===== src/rtl/fpu_cvt_pkg.sv =====
// Shared types and helpers for the integer-to-float conversion path.
package fpu_cvt_pkg;

    localparam int SIG_W = 33;
    localparam int EXP_W = 7;

    typedef enum logic [2:0] {
        RNE = 3'd0,
        RTZ = 3'd1,
        RDN = 3'd2,
        RUP = 3'd3,
        RMM = 3'd4,
        DYN = 3'd7
    } rm_e;

    typedef struct packed {
        logic [SIG_W-1:0] sig;
        logic [EXP_W-1:0] exp;
        logic             sign;
        logic             zero;
        rm_e              rm;
    } int2fp_norm_s;

    // Leading zeros of a byte; result is meaningless for an all-zero byte.
    function automatic logic [2:0] lz8(input logic [7:0] b);
        lz8 = 3'd0;
        for (int i = 0; i < 8; i++) begin
            if (b[i]) lz8 = 3'(7 - i);
        end
    endfunction

endpackage


===== src/rtl/int_to_fp_normalize_lzc64.sv =====
// Combinational 64-bit leading-zero counter, returns 64 for a zero input.
module lzc64
    import fpu_cvt_pkg::*;
(
    input  logic [63:0] data,
    output logic [6:0]  count
);

    logic [7:0]      byte_nz;
    logic [7:0][2:0] byte_lz;

    generate
        for (genvar gi = 0; gi < 8; gi++) begin : g_byte
            assign byte_nz[gi] = |data[gi*8 +: 8];
            assign byte_lz[gi] = lz8(data[gi*8 +: 8]);
        end
    endgenerate

    // Ascending scan so the most significant non-zero byte wins.
    always_comb begin
        count = 7'd64;
        for (int g = 0; g < 8; g++) begin
            if (byte_nz[g]) count = {1'b0, 3'(7 - g), byte_lz[g]};
        end
    end

endmodule


===== src/rtl/int_to_fp_normalize.sv =====
// Two-stage normalizer: S1 takes magnitude and leading-zero count, S2 shifts and folds sticky.
module int_to_fp_normalize
    import fpu_cvt_pkg::*;
#(
    parameter int XLEN = 64
) (
    input  logic             clock,
    input  logic             reset_n,
    input  logic             in_valid,
    output logic             in_ready,
    input  logic [XLEN-1:0]  in_data,
    input  logic             in_signed,
    input  logic             in_is64,
    input  logic [2:0]       in_rm,
    input  logic             flush,
    output logic             out_valid,
    input  logic             out_ready,
    output logic [SIG_W-1:0] out_sig,
    output logic [EXP_W-1:0] out_exp,
    output logic             out_sign,
    output logic             out_zero,
    output logic [2:0]       out_rm
);

    logic         s1_valid_reg;
    logic [63:0]  s1_mag_reg;
    logic [6:0]   s1_lzc_reg;
    logic         s1_sign_reg;
    rm_e          s1_rm_reg;
    logic         s2_valid_reg;
    int2fp_norm_s s2_reg;

    logic         s2_adv;
    logic         accept;
    logic [63:0]  op_ext;
    logic         op_sign;
    logic [63:0]  op_mag;
    logic [6:0]   op_lzc;
    logic [63:0]  norm;
    logic         norm_zero;
    int2fp_norm_s s2_next;

    assign s2_adv   = !s2_valid_reg || out_ready;
    assign in_ready = !s1_valid_reg || s2_adv;
    assign accept   = in_valid && in_ready;

    // 32-bit operands live in the low word and are extended by signedness.
    assign op_ext  = in_is64 ? in_data[63:0]
                             : {{32{in_signed & in_data[31]}}, in_data[31:0]};
    assign op_sign = in_signed & op_ext[63];
    assign op_mag  = op_sign ? (64'd0 - op_ext) : op_ext;

    lzc64 u_lzc (
        .data  (op_mag),
        .count (op_lzc)
    );

    assign norm      = s1_mag_reg << s1_lzc_reg[5:0];
    assign norm_zero = s1_lzc_reg[6];

    always_comb begin
        s2_next      = '0;
        s2_next.sig  = norm_zero ? '0 : {norm[63:32], |norm[31:0]};
        s2_next.exp  = norm_zero ? '0 : EXP_W'(7'd63 - s1_lzc_reg);
        s2_next.sign = s1_sign_reg & ~norm_zero;
        s2_next.zero = norm_zero;
        s2_next.rm   = s1_rm_reg;
    end

    always_ff @(posedge clock or negedge reset_n) begin
        if (!reset_n) begin
            s1_valid_reg <= 1'b0;
            s1_mag_reg   <= '0;
            s1_lzc_reg   <= '0;
            s1_sign_reg  <= 1'b0;
            s1_rm_reg    <= RNE;
            s2_valid_reg <= 1'b0;
            s2_reg       <= '0;
        end else begin
            if (flush) begin
                s1_valid_reg <= 1'b0;
                s2_valid_reg <= 1'b0;
            end else begin
                if (in_ready) s1_valid_reg <= in_valid;
                if (s2_adv)   s2_valid_reg <= s1_valid_reg;
            end
            if (accept && !flush) begin
                s1_mag_reg  <= op_mag;
                s1_lzc_reg  <= op_lzc;
                s1_sign_reg <= op_sign;
                s1_rm_reg   <= rm_e'(in_rm);
            end
            // Payload only moves with a live entry so stalled outputs never shift.
            if (s2_adv && s1_valid_reg && !flush) s2_reg <= s2_next;
        end
    end

    assign out_valid = s2_valid_reg;
    assign out_sig   = s2_reg.sig;
    assign out_exp   = s2_reg.exp;
    assign out_sign  = s2_reg.sign;
    assign out_zero  = s2_reg.zero;
    assign out_rm    = s2_reg.rm;

endmodule


===== config.mk =====
export PLATFORM = sky130hd
export DESIGN_NAME = int_to_fp_normalize
export DESIGN_NICKNAME = d
export VERILOG_FILES = /design/src/rtl/fpu_cvt_pkg.sv /design/src/rtl/int_to_fp_normalize_lzc64.sv /design/src/rtl/int_to_fp_normalize.sv
export SDC_FILE = /design/constraint.sdc
export NUM_CORES = 1
export LEC_CHECK = 0
export BUFFER_PORTS_ARGS = -buffer_cell sky130_fd_sc_hd__buf_2
export CAP_MARGIN = 30
export CORE_ASPECT_RATIO = 0.7
export CORE_UTILIZATION = 61
export DETAILED_ROUTE_END_ITERATION = 8
export PLACE_DENSITY = 0.83
export SLEW_MARGIN = 10
export SYNTH_ARGS = -nofsm -noshare
export SYNTH_HDL_FRONTEND = slang
export SYNTH_HIERARCHICAL = 1
export SYNTH_SLANG_ARGS = --single-unit

===== constraint.sdc =====
create_clock -name clock -period 3.5 [get_ports clock]
set_clock_uncertainty 0.1 [all_clocks]
set_input_delay 0.35 -clock clock [delete_from_list [all_inputs] [get_ports clock]]
set_output_delay 0.35 -clock clock [all_outputs]
set_load 0.005 [all_outputs]

---- Word level (Yosys, flattened, before mapping) ----
Index checks and enable logic that the tools add are counted.
storage, ports and cells
  flip-flop bits (word level) ............. 122
  output and inout port bits .............. 47
operators by class
  reductions and logical operators ........ 20
  shift-type cells ........................ 1
  add/subtract/negate cells ............... 2
  bitwise operators ....................... 4
  mux-type cells .......................... 80
operators with widths
  operator                                                             count
  3-bit two-way mux                                                    64
  64-bit two-way mux                                                   2
  8-bit OR reduction                                                   8
  64-bit by 6-bit << shifter with 64-bit output                        1
  1-bit by 64-bit subtractor with 64-bit output, first input constant  1
  7-bit two-way mux                                                    9
  33-bit two-way mux                                                   1
  32-bit OR reduction                                                  1
  6-bit by 7-bit subtractor with 7-bit output, first input constant    1
  1-bit logical AND                                                    4
  1-bit two-way mux                                                    4
  2-bit nonzero test                                                   2
  1-bit AND                                                            3
  1-bit zero test                                                      3
  1-bit logical OR                                                     2
  1-bit inverter                                                       1

---- Logic depth before layout (Yosys ltp) ----
  word-level depth ........................ 20
  gate-level depth with buffers ........... 16
  depth with buffers taken out ............ 15

---- Modules after synthesis ----
The synthesis kept the hierarchy.
by module, submodules not included
  module               times used  cells each  area an instance (um^2)  seq. area each (um^2)
  int_to_fp_normalize  1           1058        10212.3                  3027.9
  lzc64                1           138         749.5                    0.0

---- Least setup slack after synthesis ----
OpenSTA, ideal clock, no wires.
  kind .................................... input-to-reg
  from .................................... in in_data[12]
  to ...................................... reg s1_lzc_reg[0]
  buffers on the path ..................... 1
  slack ................................... -0.694 ns
  stages on the path ...................... 13
  data required time ...................... 3.275 ns
  arrival time ............................ 3.969 ns
  library setup time ...................... 0.125 ns
  cells stage by stage .................... or4_4 or4_4 or4b_1 buf_6 nor4b_4 a31oi_1 xnor2_1 nor4_1 nand2_1 a221oi_1 nor3_1 a31o_1 mux2_2
RTL lines
  item                                               RTL line                         text
  from (decl)                                        int_to_fp_normalize.sv:11        input logic [XLEN-1:0] in_data,
  64-bit two-way mux (*)                             int_to_fp_normalize.sv:48        assign op_ext = in_is64 ? in_data[63:0]
  1-bit by 64-bit subtractor with 64-bit output (*)  int_to_fp_normalize.sv:51        assign op_mag = op_sign ? (64'd0 - op_ext) : op_ext;
  64-bit two-way mux (*)                             int_to_fp_normalize.sv:51
  net op_mag[60]                                     int_to_fp_normalize.sv:37        logic [63:0] op_mag;
  3-bit two-way mux (4 in a row)                     fpu_cvt_pkg.sv:28                if (b[i]) lz8 = 3'(7 - i);
  7-bit two-way mux (*)                              int_to_fp_normalize_lzc64.sv:23  if (byte_nz[g]) count = {1'b0, 3'(7 - g), byte_lz[g]};
  net op_lzc[0]                                      int_to_fp_normalize.sv:38        logic [6:0] op_lzc;
  to (signal assigned)                               int_to_fp_normalize.sv:89        s1_lzc_reg <= op_lzc;
  to (decl)                                          int_to_fp_normalize.sv:27        logic [6:0] s1_lzc_reg;
Mark *: on every way through the listed nets, which the timed path passes. The rest lies on a longest branch.
A chain may end at the register's enable or synchronous reset.

---- Worst setup path after layout ----
  from .................................... in in_data[12]
  to ...................................... reg s1_lzc_reg[0]
RTL lines
  item                                               RTL line
  64-bit two-way mux (*)                             int_to_fp_normalize.sv:48
  1-bit by 64-bit subtractor with 64-bit output (*)  int_to_fp_normalize.sv:51
  64-bit two-way mux (*)                             int_to_fp_normalize.sv:51
  net op_mag[20]                                     int_to_fp_normalize.sv:37
  3-bit two-way mux (4 in a row)                     fpu_cvt_pkg.sv:28
  7-bit two-way mux (*) (6 in a row)                 int_to_fp_normalize_lzc64.sv:23
  net op_lzc[0]                                      int_to_fp_normalize.sv:38
Marks and branches as above.

==> impl_metrics.env <==
export IMPL_status="finished, violations left"
export IMPL_failed_checks="setup timing"
export IMPL_start_util=0.631
export IMPL_routed_wl_mm=39.9
export IMPL_maxCapViolations=0
export IMPL_worstPathArrival_ps=4180
export IMPL_grt_ovfl_total=0
export IMPL_post_route_min_period_ps=3910
export IMPL_hold_slack_ps=10.0
export IMPL_worstPathRequired_ps=3770
export IMPL_cts_htree_levels=4
export IMPL_yosys_area_top_type_share=0.276
export IMPL_start_kind="input port"
export IMPL_p_int_mw=5.02
export IMPL_power_share_sequential=0.256
export IMPL_ys_ff_latch=121
export IMPL_power_share_clock=0.206
export IMPL_clock_root_buffer="clkbuf_16"
export IMPL_antenna_found_initial=2
export IMPL_hold_viol=0
export IMPL_reg2reg_from="s1_lzc_reg[0]"
export IMPL_hp_class="input port to flip-flop"
export IMPL_antenna_cells=0
export IMPL_cts_buffers=17
export IMPL_die_area_um2=18500
export IMPL_dr_pass1_iters=8
export IMPL_ant_nets=0
export IMPL_synth_edf_count=0
export IMPL_worst_r2r_path_depth=7
export IMPL_worst_skew_pair_late_latency_ps=440
export IMPL_ios=121
export IMPL_cts_tree="yes"
export IMPL_pwr_share_comb=0.538
export IMPL_drt_vias_per_instance=6.89
export IMPL_fin_crit_sh=1.12
export IMPL_drc=0
export IMPL_grt_max_degree=65
export IMPL_power_switching_mw=3.73
export IMPL_critPathLaunch="in_data[12]"
export IMPL_nets=1572
export IMPL_coreArea_um2=17400
export IMPL_pre_cts_slack_ps=-1050
export IMPL_ir_drop_mv=0.468
export IMPL_ys_types=71
export IMPL_grt_pass1_wl_mm=61.9
export IMPL_r2r_slack_ps=180
export IMPL_largest_register_ffs=64
export IMPL_syn_nets=1271
export IMPL_cp_max_fo=4
export IMPL_p_sw_frac=0.426
export IMPL_finish_utilization=0.835
export IMPL_ys_seq_area_frac=0.276
export IMPL_yosysWarnings=6
export IMPL_drive_gt1_frac=0.427
export IMPL_fillCellCount=992
export IMPL_synthArstFlopShare=1.00
export IMPL_drtIter0Drc=1921
export IMPL_synth_top_cell_by_area="dfrtp_1"
export IMPL_cts_path_max_buffers=2
export IMPL_io_buffer_count=119
export IMPL_setup_slack_ps=-411
export IMPL_place_congestion=1.01
export IMPL_cts_sinks=121
export IMPL_worst_slew_pin_slew_ps=1100
export IMPL_worstSetupEndpointType="flip-flop"
export IMPL_area_sequential_um2=3040
export IMPL_grt_use_total=0.435
export IMPL_fmax_mhz=256
export IMPL_via_count=12000
export IMPL_multi_input_area_um2=7890
export IMPL_clk_pin_slew_ps=60
export IMPL_r2r_end="out_sig[0]"
export IMPL_critical_path_class="input port to flip-flop"
export IMPL_slew_limit_headroom=0.262
export IMPL_p_leak_nw=6.24
export IMPL_power_density_nw_per_um2=603
export IMPL_dieHeight_um=114
export IMPL_crit_end="s1_lzc_reg[0]"
export IMPL_grt_pass1_vias=11400
export IMPL_syn_inst=1196
export IMPL_synthFlopType="dfrtp_1"
export IMPL_setup_violations_final=7
export IMPL_avgSynthCellArea_um2=9.17
export IMPL_wl_per_cell_um=22.9
export IMPL_die_w_um=162
export IMPL_ys_top_cells_by_area="dfrtp_1 (28%), mux4_2 (14%), mux2_2 (10%), mux2i_1 (5.3%), a21oi_1 (4.5%)"
export IMPL_syn_to_final_growth_pct=32.2
export IMPL_rsz0062_at_grt="true"
export IMPL_slew_viol_final=0
export IMPL_syn_area_um2=11000
export IMPL_num_rows=40
export IMPL_dp_hpwl_mm=28.9
-- final cells by class --
class                   instances  area share
multi-input cells             961       0.544
flip-flops and latches        121       0.209
repair buffers                372       0.180
clock buffers                  18      0.0303
well taps                     231      0.0199
clock inverters                14      0.0102
inverters                      24     0.00621
-- worst min-delay path by stage --
stage          cells after the start    start             end
2_1_floorplan                      0  reset_n      out_exp[0]
3_3_place_gp                       1  reset_n  s1_mag_reg[56]
3_5_place_dp                       1  reset_n  s1_mag_reg[63]
4_1_cts                            2    flush       out_valid
5_1_grt                            2    flush       out_valid
6_report                           2    flush       out_valid
-- synthesized netlist by cell type, types with 7 or more instances --
library cell and instances:
nand2b_1 11, nor4_1 24, or4_1 9, o21ai_0 76, a21oi_1 98, a211oi_1 21, o31ai_1 16, a31oi_1 17
nand3_1 10, nand4_1 7, or3_1 7, a221o_1 8, nor3_1 36, inv_1 23, clkbuf_1 63, buf_1 17
dfrtp_1 121, xnor2_1 38, o41ai_1 10, xor2_1 19, o211ai_1 14, nand2_1 118, nor2b_1 10, mux2_2 97
nor2_1 98, a22oi_1 10, mux2i_1 58, mux4_2 68, buf_2 8
-- stage by stage --
step / TNS (ps) / cell area, um^2 / total power, mW / instances
3_3_place_gp: -4450 / 13400 / 6.39 / 1690
4_1_cts: -1250 / 14300 / 8.44 / 1735
5_1_grt: -2290 / 14500 / 9.04 / 1741
6_report: -1730 / 14500 / 8.75 / 1741
3_5_place_dp: -5770 / 13400 / 6.55 / 1690
2_1_floorplan: -1680 / 11000 / 4.87 / 1196
-- logic make-up after synthesis --
logic type,count (synthesis),share of synthesized area
compound gates,312,0.179
mux,223,0.292
buf+inv,114,0.0410
flops,121,0.276
other cells,1,0.000342
fa+ha+maj,1,0.00114
simple gates,367,0.165
xor+xnor,57,0.0455
-- routing by layer --
| layer | part of all wire | global-route usage | up-vias |
|---|---|---|---|
| li1 | - | - | 5147 |
| met1 | 0.38 | 0.576 | 5712 |
| met5 | 0.0018 | 0 | - |
| met4 | 0.038 | 0.140 | 4 |
| met2 | 0.45 | 0.673 | 945 |
| met3 | 0.13 | 0.147 | 194 |
-- timing repair --
item                       CTS  global route
resized for setup           36            37
setup endpoints to repair    7             7
hold buffers                 1             0
pin swaps                   17            14
buffers inserted            12             7
hold endpoints to repair    36             0
-- critical path, stage by stage --
cell      delay, ps
buf_6            90
or4_4           520
or4_4           460
buf_4           160
or2_2           340
nor2_1          210
nor2_1           80
xor2_1          160
nor4_1          340
buf_4           190
nand3b_1         70
a211oi_1        320
nor4_2          110
buf_4           150
o221ai_1        300
a31o_1          200
mux2_2          130
-- power groups by stage --
stage / logic, mW / clock network [mW] / registers (mW)
after floorplan: 2.82 / 0 / 2.05
after global placement: 4.21 / 0 / 2.18
after detailed placement: 4.32 / 0 / 2.23
after CTS: 4.43 / 1.79 / 2.22
after global routing: 4.89 / 1.87 / 2.28
final: 4.71 / 1.80 / 2.24
-- layout by cell type, fill, tap and decap left out, types with 17 or more instances in the layout --
| master | instances |
|---|---|
| mux2_2 | 91 |
| nor2_1 | 92 |
| nand2_1 | 116 |
| clkbuf_16 | 17 |
| buf_4 | 241 |
| a21oi_1 | 94 |
| dfrtp_1 | 116 |
| mux2i_1 | 57 |
| mux4_2 | 68 |
| xnor2_1 | 33 |
| o21ai_0 | 72 |
| buf_2 | 116 |
| nor3_1 | 30 |
| xor2_1 | 18 |
| inv_1 | 23 |
| a211oi_1 | 21 |
Note: power is estimated with default switching activity, not from simulation.
